$ cat config.mk
export PLATFORM = sky130hd
export DESIGN_NAME = counter_sequencer
export DESIGN_NICKNAME = d
export VERILOG_FILES = /design/src/rtl/counter_sequencer.sv
export SDC_FILE = /design/constraint.sdc
export NUM_CORES = 1
export LEC_CHECK = 0
export CAP_MARGIN = 20
export CORE_MARGIN = 3
export CORE_UTILIZATION = 41
export CTS_BUF_LIST = sky130_fd_sc_hd__clkbuf_2 sky130_fd_sc_hd__clkbuf_4 sky130_fd_sc_hd__clkbuf_8
export DETAILED_ROUTE_END_ITERATION = 16
export PLACE_DENSITY = 0.74
export SLEW_MARGIN = 15
export SYNTH_ARGS = -nofsm -noshare
export SYNTH_HDL_FRONTEND = slang
export SYNTH_SLANG_ARGS = --single-unit
$ cat constraint.sdc
create_clock -name clk -period 1.4 [get_ports clk]
set_input_delay 0.21 -clock clk [delete_from_list [all_inputs] [get_ports clk]]
set_output_delay 0.21 -clock clk [all_outputs]
set_load 0.02 [all_outputs]
$ cat src/rtl/counter_sequencer.sv
// Two-requester command sequencer that drives an external 4-bit up/down/load counter.
// Define SEQ_ROUND_ROBIN_EN for round-robin arbitration; the default build uses fixed priority (requester 0 wins).
module counter_sequencer (
    input  logic        clk,
    input  logic        rst_n,
    input  logic [1:0]  req_valid,
    input  logic [3:0]  req_op,
    input  logic [11:0] req_arg,
    output logic [1:0]  req_ready,
    output logic        ctr_en,
    output logic        ctr_dir,
    output logic        ctr_load,
    output logic [5:0]  ctr_data,
    input  logic [3:0]  ctr_out,
    output logic        done,
    output logic        done_id,
    output logic        sat,
    output logic        err,
    output logic        busy
);

    typedef enum logic [2:0] {IDLE, ARB, LOAD, STEP, DONE} state_t;

    localparam logic [1:0] OP_LOAD  = 2'b00;
    localparam logic [1:0] OP_UP    = 2'b01;
    localparam logic [1:0] OP_DOWN  = 2'b10;
    localparam logic [1:0] OP_CLEAR = 2'b11;

    state_t     state, state_nxt;
    logic [1:0] op_q;
    logic       id_q;
    logic [5:0] remaining;
    logic [3:0] ctr_q;
    logic       sat_q, err_q, sat_nxt, err_nxt;
    logic       capture, step;
    logic       grant_any, grant_id;
    logic [1:0] sel_op;
    logic [5:0] sel_arg;

    assign grant_any = |req_valid;

`ifdef SEQ_ROUND_ROBIN_EN
    logic ptr;

    // The pointer holder wins ties; after any grant the pointer moves to the other requester.
    assign grant_id = (req_valid == 2'b11) ? ptr : req_valid[1];

    always_ff @(posedge clk or negedge rst_n) begin
        if (!rst_n)
            ptr <= 1'b0;
        else if (state == ARB && grant_any)
            ptr <= ~grant_id;
    end
`else
    assign grant_id = ~req_valid[0];
`endif

    assign sel_op  = grant_id ? req_op[3:2]   : req_op[1:0];
    assign sel_arg = grant_id ? req_arg[11:6] : req_arg[5:0];

    always_comb begin
        state_nxt = state;
        req_ready = 2'b00;
        ctr_en    = 1'b0;
        ctr_dir   = 1'b0;
        ctr_load  = 1'b0;
        done      = 1'b0;
        capture   = 1'b0;
        step      = 1'b0;
        sat_nxt   = sat_q;
        err_nxt   = err_q;
        case (state)
            IDLE: if (grant_any) state_nxt = ARB;
            ARB: begin
                if (grant_any) begin
                    req_ready = grant_id ? 2'b10 : 2'b01;
                    capture   = 1'b1;
                    state_nxt = (sel_op == OP_UP || sel_op == OP_DOWN) ? STEP : LOAD;
                end else begin
                    state_nxt = IDLE;
                end
            end
            LOAD: begin
                ctr_en    = 1'b1;
                ctr_load  = 1'b1;
                sat_nxt   = (ctr_data > 6'd12);
                err_nxt   = 1'b0;
                state_nxt = DONE;
            end
            STEP: begin
                // Decisions use the counter value sampled at this cycle's rising edge,
                // which already reflects the step issued in the previous cycle.
                if (remaining == 6'd0) begin
                    sat_nxt   = 1'b0;
                    err_nxt   = 1'b0;
                    state_nxt = DONE;
                end else if (ctr_q == 4'd15) begin
                    sat_nxt   = 1'b0;
                    err_nxt   = 1'b1;
                    state_nxt = DONE;
                end else if ((op_q == OP_UP && ctr_q >= 4'd12) || (op_q == OP_DOWN && ctr_q == 4'd0)) begin
                    sat_nxt   = 1'b1;
                    err_nxt   = 1'b0;
                    state_nxt = DONE;
                end else begin
                    ctr_en  = 1'b1;
                    ctr_dir = (op_q == OP_UP);
                    step    = 1'b1;
                end
            end
            DONE: begin
                done      = 1'b1;
                state_nxt = IDLE;
            end
            default: state_nxt = IDLE;
        endcase
    end

    assign busy    = (state != IDLE);
    assign done_id = done & id_q;
    assign sat     = done & sat_q;
    assign err     = done & err_q;

    always_ff @(posedge clk or negedge rst_n) begin
        if (!rst_n) begin
            state     <= IDLE;
            op_q      <= OP_LOAD;
            id_q      <= 1'b0;
            remaining <= 6'd0;
            ctr_data  <= 6'd0;
            ctr_q     <= 4'd0;
            sat_q     <= 1'b0;
            err_q     <= 1'b0;
        end else begin
            state <= state_nxt;
            ctr_q <= ctr_out;
            sat_q <= sat_nxt;
            err_q <= err_nxt;
            if (capture) begin
                op_q      <= sel_op;
                id_q      <= grant_id;
                remaining <= (sel_op == OP_UP || sel_op == OP_DOWN) ? sel_arg : 6'd0;
                // Load data changes only for commands that reach LOAD, so it holds otherwise.
                if (sel_op == OP_LOAD)
                    ctr_data <= sel_arg;
                else if (sel_op == OP_CLEAR)
                    ctr_data <= 6'd0;
            end else if (step) begin
                remaining <= remaining - 6'd1;
            end
        end
    end

endmodule

==> flow_summary.ini <==
[global_route]
grt-ovfl-total = 0
antenna_found_initial = 0
grt_pass1_vias = 1436
gr-usage-all-layers = 0.211
grt_pass1_wl_mm = 6.71
grt_max_degree = 25

[logic_synthesis]
synth_area_mm2 = 0.00131
yosysTopAreaCell = dfrtp_1
synth_area_leaders = dfrtp_1, nand3_1, mux2_2
synth_xor_area_frac = 0
synth.yosys.seq_area_share = 0.457
synth_fa_ha_area_frac = 0.0286
yosys.area_share.simple = 0.274
synth_enable_flop_cells = 0
synthTopCellsByCount = dfrtp_1, nand3_1, nand2_1
yosysMostFrequentCell = dfrtp_1
synth_compound_area_frac = 0.132
synth_cell_type_count = 37
synth_nets = 167
syn_inst = 140
synth_top_family_by_area = simple AND/OR/NAND/NOR gates
synthArstFlopShare = 1.00
yosys-mux-area-fraction = 0.0752
yosysWarnings = 0
synth_seq_cells = 24
synth_ff_type = dfrtp_1
yosys.area.top_type_share = 0.457
avgSynthCellArea_um2 = 9.38

[drt]
routedWlPerCell_um = 16.1
post_drt_via_cell_ratio = 5.53
dr.pass1.iters = 4
drt_wl_total_mm = 4.30
ant_nets = 0
vias = 1483
post-route-drc-count = 0
dr.first_iter.drc_count = 67

[setup_path]
worst_path_largest_cell_delay_ns = 0.41
cp.arrival_ns = 1.53
cp_num_buf_inv = 1
crit_required_ns = 1.19
critical_path_class = flip-flop to primary output
path_cells = nand3b_1 -> a21oi_2 -> nand3_4 -> a21oi_2 -> buf_4
cp-start-kind = flip-flop
crit_top_cell = a21oi_2
cp-end-kind = primary output
worst-path-max-fanout = 2
cp_top_family = flip-flops
slowest_stage = dfrtp_1

[sta]
period_needed_ns = 1.74
rsz0062_at_grt = yes
fin_skew_ns = 0.00172
worstMarginPinSlew_ns = 0.316
tns_ns = -5.26
slew_viol_final = 0
slew_headroom = 0.790
worst_slack_ns = -0.340
setup_viol = 28
hold_viol = 0
min_period_over_period = 1.24
timing.fmax_ghz = 0.575

[power]
ir_drop_mv = 1.09
pwr_density_cell_mw_per_mm2 = 1790
total_leakage_power_nw = 1.08

[clock_tree]
htree_levels = 1
postCtsHoldBufs = 0
clk_latency_ns = 0.31
cts.sinks = 24
cts_buffers = 3
cts_tree = built
clockBufferDepth = 2
cts-root-buf = clkbuf_4
path_clk_slew_ns = 0.13

[die]
die_w_um = 62.6
die-area_mm2 = 0.00392
die_h_um = 62.6
num_rows = 19
ios = 40
initial_core_util = 0.453
core_area_mm2 = 0.00290

[cells_and_area]
num_antenna_cells = 0
synthToLayoutAreaGrowth_pct = 80.8
drive_above_1_share = 0.469
fillerInstances = 175
layout.nets = 254

[worst_hold_path]
holdCritPathClass = input pin to async pin

[run]
cap_viol_max_count = 0

[place]
place_congestion = 0.875
port_buffers = 39
place_ws_ns = -0.635
detailed_place_hpwl_mm = 2.89

[outcome]
violations = setup timing
status = finished with violations
logic make-up after synthesis:
| kind of cell | count (synthesis) |
|---|---|
| AND/OR/NAND/NOR | 66 |
| flip-flops | 24 |
| buffers and inverters | 11 |
| adder cells (fa/ha/maj) | 3 |
| AO/OA/AOI/OAI | 27 |
| multiplexers | 9 |
cell usage in the layout (no fill, tap or decap), drive strengths merged, types with 2 or more instances in the layout:
cell type / netlist / routed
buf: 1 / 58
dfrtp: 24 / 24
clkdlybuf4s50: 0 / 22
nand3: 22 / 22
nand2: 12 / 12
o21ai: 10 / 10
nor2: 9 / 9
dlygate4sd2: 0 / 7
mux2: 7 / 7
inv: 6 / 6
a31oi: 4 / 4
clkbuf: 4 / 4
a21oi: 4 / 4
nand3b: 3 / 3
o211ai: 3 / 3
or3: 3 / 3
nor4b: 3 / 3
and2: 3 / 3
ha: 3 / 3
mux2i: 2 / 2
nand2b: 2 / 2
nor2b: 2 / 2
and3: 2 / 2
final timing paths:
kind / start / to / slack [ns] / cells after the start
worst max-delay path: state[2] / ctr_en / -0.34 / 5
worst min-delay path: rst_n / sat_q / 0.24 / 2
worst max register to register: state[2] / remaining[1] / -0.30 / 7
worst min register to register: id_q / id_q / 0.53 / 2
max in group asynchronous: rst_n / remaining[0] / 0.92 / 2
min in group clk: ctr_out[1] / ctr_q[1] / 0.32 / 1
timing repair:
action	CTS	global route
setup buffers	8	5
pin swaps	14	21
gates resized for setup	83	33
gates cloned	0	1
endpoints found under the setup margin	33	28
cell type report:
class | count | area [µm²] | area share
clock buffer | 4 | 36.3 | 0.0153
sequential | 24 | 601 | 0.253
inverter | 6 | 22.5 | 0.00948
multi-input combinational | 105 | 875 | 0.368
timing repair buffer | 87 | 788 | 0.332
tap | 42 | 52.6 | 0.0221
flip-flops by register name, indices dropped and copies added (netlist names):
signal and cells:
ctr_data 6, remaining 6, ctr_q 4, state 3, op_q 2, err_q 1, id_q 1, sat_q 1
per-stage QoR:
step	cell area, µm²	hold slack (ns)	cells	util	total power, mW
after global placement	2050	0.479	251	0.706	3.23
after detailed placement	2050	0.512	251	0.706	3.29
after global routing	2370	0.243	268	0.819	4.52
final	2370	0.244	268	0.819	4.25
after CTS	2220	0.248	262	0.766	3.89
after floorplan	1390	-0.0856	140	-	2.25
power by group:
group	internal, mW	switching (mW)	total (mW)	leakage (nW)
sequential	0.957	0.216	1.17	0.295
combinational	1.41	1.31	2.72	0.768
clock	0.159	0.201	0.360	0.0210
total	2.52	1.73	4.25	1.08
worst register-to-register path: stages (launching register included):
cell	delay [ns]
dfrtp_1	0.41
nand3b_1	0.23
a21oi_2	0.22
nand3_4	0.10
buf_4	0.15
buf_6	0.12
mux2_4	0.30
o21ai_1	0.11
routing by layer:
metal,share of wire,wire length (µm),up-vias,global-route usage
li1,-,-,683,-
met1,0.41,1770,715,0.275
met2,0.49,2110,69,0.346
met3,0.066,283,16,0.0486
met4,0.033,142,0,0.0634
met5,0,0,-,0
Note: power is estimated with default switching activity, not from simulation.
